==> config.mk <==
export PLATFORM = sky130hd
export DESIGN_NAME = apb_master_arbiter
export DESIGN_NICKNAME = d
export VERILOG_FILES = /design/src/rtl/apb_master_arbiter.sv
export SDC_FILE = /design/constraint.sdc
export NUM_CORES = 1
export LEC_CHECK = 0
export BUFFER_PORTS_ARGS = -buffer_cell sky130_fd_sc_hd__buf_2
export CORE_UTILIZATION = 44
export DETAILED_ROUTE_END_ITERATION = 10
export PLACE_DENSITY = 0.75
export SYNTH_ARGS = -nofsm -noshare
export SYNTH_HDL_FRONTEND = slang
export SYNTH_SLANG_ARGS = --single-unit
export TNS_END_PERCENT = 20
==> constraint.sdc <==
create_clock -name pclock -period 1.6 [get_ports pclock]
set_input_delay 0.16 -clock pclock [delete_from_list [all_inputs] [get_ports pclock]]
set_output_delay 0.16 -clock pclock [all_outputs]
set_load 0.01 [all_outputs]
==> src/rtl/apb_master_arbiter.sv <==
// apb_master_arbiter
//   Shares one APB bus between two internal requesters (for example the host
//   configuration port on req0 and the weight/image loader on req1). It
//   arbitrates round-robin, runs the IDLE/SETUP/ACCESS protocol and returns
//   read data and error status with a one-cycle ack. Every transfer has a
//   timeout, so a hung slave cannot stall either client.
//
// Ports
//   pclock, presetn           clock (rising edge) and async active-low reset
//   reqN, reqN_write,         requester N command: level request, direction
//   reqN_addr, reqN_wdata     (1 = write), address and write data
//   ackN                      one-cycle completion pulse to requester N
//   rdata, err                read data / error status, valid with ackN,
//                             held until the next ack
//   psel, penable, pwrite,    APB master outputs, all registered
//   paddr, pwdata
//   prdata, pready, pslverr   APB slave response
//
// Client handshake (req/ack):
//   A client raises reqN together with stable reqN_write/addr/wdata and holds
//   them until ackN. The command is copied into the APB registers when the
//   request is granted, so later changes from the client have no effect.
//   ackN is a single-cycle registered pulse. During the ack cycle the
//   arbiter ignores reqN, so the client may either drop reqN then or keep it
//   high to request a new transfer. A request still high in the ack cycle is
//   seen from the next cycle on, and no transfer is issued twice.
module apb_master_arbiter #(
  parameter int ADDR_W  = 16,
  parameter int DATA_W  = 32,
  parameter int TIMEOUT = 16
) (
  input  logic              pclock,
  input  logic              presetn,
  input  logic              req0,
  input  logic              req0_write,
  input  logic [ADDR_W-1:0] req0_addr,
  input  logic [DATA_W-1:0] req0_wdata,
  output logic              ack0,
  input  logic              req1,
  input  logic              req1_write,
  input  logic [ADDR_W-1:0] req1_addr,
  input  logic [DATA_W-1:0] req1_wdata,
  output logic              ack1,
  output logic [DATA_W-1:0] rdata,
  output logic              err,
  output logic              psel,
  output logic              penable,
  output logic              pwrite,
  output logic [ADDR_W-1:0] paddr,
  output logic [DATA_W-1:0] pwdata,
  input  logic [DATA_W-1:0] prdata,
  input  logic              pready,
  input  logic              pslverr
);

  localparam int CNT_W = (TIMEOUT > 2) ? $clog2(TIMEOUT) : 1;
  localparam logic [CNT_W-1:0] CNT_LAST = CNT_W'(TIMEOUT - 1);

  typedef enum logic [1:0] {
    S_IDLE   = 2'd0,
    S_SETUP  = 2'd1,
    S_ACCESS = 2'd2
  } state_t;

  state_t           state;
  logic             last_grant;  // requester granted most recently
  logic             owner;       // requester owning the current transfer
  logic [CNT_W-1:0] tmo_cnt;     // ACCESS cycles spent without pready

  // A requester in its ack cycle is masked so a level request that the
  // client has not yet dropped does not start a second transfer.
  logic r0_live;
  logic r1_live;
  logic grant_valid;
  logic grant_sel;

  always_comb begin
    r0_live     = req0 & ~ack0;
    r1_live     = req1 & ~ack1;
    grant_valid = r0_live | r1_live;
    grant_sel   = 1'b0;
    if (r0_live && r1_live) begin
      grant_sel = ~last_grant;
    end else if (r1_live) begin
      grant_sel = 1'b1;
    end
  end

  always_ff @(posedge pclock or negedge presetn) begin
    if (!presetn) begin
      state      <= S_IDLE;
      last_grant <= 1'b1;
      owner      <= 1'b0;
      tmo_cnt    <= '0;
      ack0       <= 1'b0;
      ack1       <= 1'b0;
      rdata      <= '0;
      err        <= 1'b0;
      psel       <= 1'b0;
      penable    <= 1'b0;
      pwrite     <= 1'b0;
      paddr      <= '0;
      pwdata     <= '0;
    end else begin
      ack0 <= 1'b0;
      ack1 <= 1'b0;
      case (state)
        S_IDLE: begin
          if (grant_valid) begin
            // paddr/pwrite/pwdata double as the captured command registers.
            owner      <= grant_sel;
            last_grant <= grant_sel;
            pwrite     <= grant_sel ? req1_write : req0_write;
            paddr      <= grant_sel ? req1_addr  : req0_addr;
            pwdata     <= grant_sel ? req1_wdata : req0_wdata;
            psel       <= 1'b1;
            penable    <= 1'b0;
            state      <= S_SETUP;
          end
        end
        S_SETUP: begin
          penable <= 1'b1;
          tmo_cnt <= '0;
          state   <= S_ACCESS;
        end
        S_ACCESS: begin
          if (pready) begin
            psel    <= 1'b0;
            penable <= 1'b0;
            ack0    <= ~owner;
            ack1    <= owner;
            err     <= pslverr;
            rdata   <= pwrite ? '0 : prdata;
            tmo_cnt <= '0;
            state   <= S_IDLE;
          end else if (tmo_cnt == CNT_LAST) begin
            // TIMEOUT ACCESS cycles without pready: abort with an error.
            psel    <= 1'b0;
            penable <= 1'b0;
            ack0    <= ~owner;
            ack1    <= owner;
            err     <= 1'b1;
            rdata   <= '0;
            tmo_cnt <= '0;
            state   <= S_IDLE;
          end else begin
            tmo_cnt <= tmo_cnt + 1'b1;
          end
        end
        default: begin
          psel    <= 1'b0;
          penable <= 1'b0;
          state   <= S_IDLE;
        end
      endcase
    end
  end

endmodule

== Word-level counts from Yosys, hierarchy flattened ==
Cells that the tools add are included.

* Memory bits (read-only): 0
* Memories: 0
* Memory bits (writable): 0
* Register bits after elaboration: 94
* Word-level logic and storage cells: 64
* Bits in latches: 0

* Add/sub/neg operators: 1
* Div/mod/pow operators: 0
* $lt $le $gt $ge: 0
* Shift-type cells: 0
* Bitwise operators: 8
* Mux-type cells: 29
* Multiply operators: 0
* Reduce and logical (&&, ||, !) cells: 8
* Equality and inequality tests: 5

{| class="wikitable"
|+ Operator list
! kind !! number
|-
| $mux W32 || 4
|-
| $mux W16 || 1
|-
| $mux W1 || 15
|-
| $mux W4 || 2
|-
| $pmux W4 S2 || 1
|-
| $mux W2 || 3
|-
| $pmux W1 S3 || 2
|-
| $pmux W2 S3 || 1
|-
| $reduce_and A2 Y1 || 3
|-
| $not A1 Y1 || 5
|-
| $add A4 B1 Y4 const B || 1
|-
| $eq A4 B4 Y1 const B || 1
|-
| $reduce_bool A2 Y1 || 2
|-
| $ne A3 B3 Y1 const B || 1
|-
| $reduce_and A3 Y1 || 1
|-
| $and A1 B1 Y1 || 2
|-
| $eq A2 B1 Y1 const B || 1
|-
| $eq A2 B2 Y1 const B || 1
|-
| $logic_not A2 Y1 || 1
|-
| $ne A2 B2 Y1 const B || 1
|-
| $logic_and A1 B1 Y1 || 1
|-
| $or A1 B1 Y1 || 1
|}

== Depth between registers and ports, before layout ==
* Depth in word-level cells: 5
* Depth in mapped cells: 8
* Mapped depth without buffers: 5

== Least setup slack after synthesis ==
Ideal clock, no wire load.

* Path kind: flip-flop to flip-flop
* Start point: register state[0]
* End point: register pwdata[22]
* Path buffers: 3
* Cell stages (with the launch flop): 9
* Slack: 0.029 ns
* Data required time: 1.466 ns
* Setup time: 0.134 ns
* Data arrival time: 1.436 ns
* Cell sequence: dfrtp_1 -> inv_1 -> ha_1 -> buf_2 -> inv_1 -> buf_2 -> buf_2 -> a221oi_1 -> a22oi_1

* Longest elaborated chain between the ends: 2

{| class="wikitable"
|+ RTL lines
! item !! RTL line !! RTL
|-
| from (decl) || 65 || <nowiki>state_t state;</nowiki>
|-
| from (signal assigned) || 91 || <nowiki>state <= S_IDLE;</nowiki>
|-
| from (signal assigned) || 118 || <nowiki>state <= S_SETUP;</nowiki>
|-
| from (signal assigned) || 124 || <nowiki>state <= S_ACCESS;</nowiki>
|-
| $logic_not A2 Y1 || 107 || <nowiki>case (state)</nowiki>
|-
| $reduce_and A2 Y1 (no source line) || n/a ||
|-
| to (signal assigned) || 115 || <nowiki>pwdata <= grant_sel ? req1_wdata : req0_wdata;</nowiki>
|-
| to (decl) || 50 || <nowiki>output logic [DATA_W-1:0] pwdata,</nowiki>
|}

Every way passes these cells.
A chain may end at the register's enable or synchronous reset.

== Worst setup path in the final report ==
* Start point: register state[0]
* End point: register paddr[1]

* Longest elaborated chain between the ends: 2

{| class="wikitable"
|+ RTL lines
! item !! RTL line !! RTL
|-
| $logic_not A2 Y1 || 107 ||
|-
| $reduce_and A2 Y1 (no source line) || n/a ||
|-
| to (signal assigned) || 114 || <nowiki>paddr <= grant_sel ? req1_addr : req0_addr;</nowiki>
|-
| to (decl) || 49 || <nowiki>output logic [ADDR_W-1:0] paddr,</nowiki>
|}

Every way passes these cells.

==> out/summary.txt <==
clk_lat worst skew - 340 ps
Hold Path Class - in -> reg
RSZ-0062 raised after global routing - true
Worst-Margin Slew - 305 ps
maximum VDD drop - 0.00102 V
number of iterations in the first detailed-routing pass - 5
Hold Vio Cnt, Final - 0
die height - 111 um
CP Buf/Inv Count - 3
TritonCTS clock tree - done
Synth Instances - 517
most frequent cells in the layout - 220 x buf_2, 93 x dfrtp_1, 56 x inv_1
slowest CP cell - dfrtp_1
register area - 0.00235 mm^2
Detail Placement HPWL - 10200 um
io pins - 222
first-pass GRT wire length - 24500 um
Mapped Nets - 658
synthesized flop and latch total - 94
synthesized area per cell - 10.1 um^2
pin count of the biggest net entering global routing - 50
Clock transition at path regs - 70 ps
vias in the first global route - 4979
core region area - 0.0115 mm^2
grt total ovfl - 0
layout cells sized above 1 - 41.3%
initial antenna violation count - 0
Fmax - 634 MHz
Arrival @ worst endpoint - 1790 ps
Setup WS pre-CTS - 9.76 ps
setup TNS - 0 ps
critical path capture point type - flop
Cell variety after synth - 35
Max Cap Viol - 0
H-tree Lvls - 3
clock net sink count - 94
LEAKAGE - 0.00384 uW
Iter 0 DRT Violations - 358
Via Count - 4953
Tcrit/Tclk final - 98.6%
post-synthesis sequential area ratio - 45.2%
placer congestion estimate - 0.799
filler cell count - 983
clk_skew - 6.02 ps
Crit Path Max Fanout - 49
Tot GR Track Use - 24.6%
crit-path max cell delay - 400 ps
CP startpoint kind - flop
Worst EP required - 1810 ps
CTS max path bufs - 2
status - finished clean
CTS root buf - clkbuf_16
commonest non-fill, non-tap cell in the layout - buf_2
Tmin final - 1580 ps
critical-path cell list - inv_1, ha_2, inv_1, buf_12, a221oi_1, a22oi_1
# rows - 39
CP dominant cell by count - inv_1
area grow syn2layout - 34.7%
delay-heaviest family, CP - flip-flops
Routed Antenna Nets - 0
top-area cell type share of the netlist area - 44.7%
number of diodes - 0
drt drc - 0
Synth area leader - dfrtp_1
port buffer count - 221
Pwr Density - 1750 mW/mm^2
TritonCTS buffer count - 9
Nets - 854
Setup Buffers After CTS - 0
Final Max Tran Viols - 0
Multi-input gate area - 0.00252 mm^2
Final Worst Setup Slack - 22.2 ps
mapped cell area - 0.00521 mm^2
final setup violation count - 0
die width - 111 um
CP Class - reg -> reg
Initial Util - 45.4%
Syn. warnings - 0
final WL - 14900 um
Worst slew margin - 79.7%
mean routed wirelength per cell - 17.3 um
Synth area leaders - dfrtp_1 45%, and3b_1 8.4%, a221oi_1 8.1%
via/cell ratio - 5.76
total die area - 0.0123 mm^2
==> layout make-up <==
| type | instances | share of cell area, % |
|---|---|---|
| clock buffer | 9 | 3.21 |
| inverter | 56 | 3.00 |
| clock inverter | 6 | 1.23 |
| timing repair buffer | 247 | 20.6 |
| sequential | 94 | 33.5 |
| multi-input combinational | 305 | 35.9 |
| tap | 143 | 2.55 |
==> repair_timing <==
item	4_1_cts	5_1_grt
resized for setup	0	25
setup endpoints to repair	0	51
hold buffers	1	0
hold endpoints to repair	93	0
==> layer usage <==
metal  vias to the layer above  GRT usage, %  routed length, um
li1                       2337             -                  -
met1                      2375          31.6               6210
met2                       215          40.4               7350
met3                        26          5.14                993
met4                         0          10.2                305
met5                         -             0                  0
==> logic make-up after synthesis <==
family	synth area share, %
adders and majority gates	1.20
DFF	45.2
muxes	0.432
and+or+nand+nor	16.0
AOI/OAI and AO/OA	27.4
buffers and inverters	9.77
==> through the flow <==
stage,util [%],area (um^2),instances,total power (uW),hold WS (ps)
CTS,59.8,6860,860,12100,55.6
finish,61.2,7020,860,12300,65.4
detailed placement,57.0,6540,844,9790,5.33
global placement,57.0,6540,844,9540,-0.00658
floorplan,-,5210,517,7490,-136
global route,61.2,7020,860,13100,74.1
==> synthesized netlist by cell type <==
master and number:
a21o_1 32, a21oi_1 1, a221oi_1 48, a221oi_2 2, a22o_1 2, a22oi_1 49
a2bb2oi_1 1, a32o_1 1, a32oi_2 1, and2b_1 1, and3_1 2, and3b_1 50
and4_1 32, buf_2 29, buf_4 3, buf_6 2, clkbuf_1 25, clkbuf_2 3
dfrtp_1 93, dfstp_2 1, ha_1 5, inv_1 56, mux2_2 2, nand2_1 1
nand2b_1 5, nand3_1 2, nand3b_1 2, nor2_1 5, nor2b_1 3, o21ai_0 52
o21ai_2 2, o22ai_1 1, o2bb2ai_1 1, o31ai_1 1, o32a_1 1
==> state kept, by name, indices dropped and copies added (netlist names) <==
| register | cells |
|---|---|
| pwdata | 32 |
| rdata | 32 |
| paddr | 16 |
| tmo_cnt | 4 |
| state | 2 |
| ack0 | 1 |
| ack1 | 1 |
| err | 1 |
| last_grant | 1 |
| owner | 1 |
| penable | 1 |
| psel | 1 |
| pwrite | 1 |
==> path summary, 6_finish.rpt <==
kind                                      start  cells after the start  slack, ps                endpoint
max in group asynchronous               presetn                      3        880  last_grant$_DFFE_PN1P_
setup / recovery           state[0]$_DFFE_PN0P_                      6         20    paddr[1]$_DFFE_PN0P_
setup reg to reg           state[0]$_DFFE_PN0P_                      6         20    paddr[1]$_DFFE_PN0P_
hold / removal                          pslverr                      3         70         err$_DFFE_PN0P_
hold reg to reg            rdata[3]$_DFFE_PN0P_                      1        470    rdata[3]$_DFFE_PN0P_
min in group asynchronous               presetn                      2        190   pwdata[3]$_DFFE_PN0P_
==> power breakdown <==
part           switching [uW]  internal, uW
combinational            3240          2610
sequential                622          3500
clock                     920          1360
==> worst reg2reg max path, cell delays in order, from the launching register on <==
cell,delay [ps]
dfrtp_1,400
inv_1,120
ha_2,240
inv_1,80
buf_12,190
a221oi_1,310
a22oi_1,110
No activity file was read; power rests on OpenSTA's default activity.
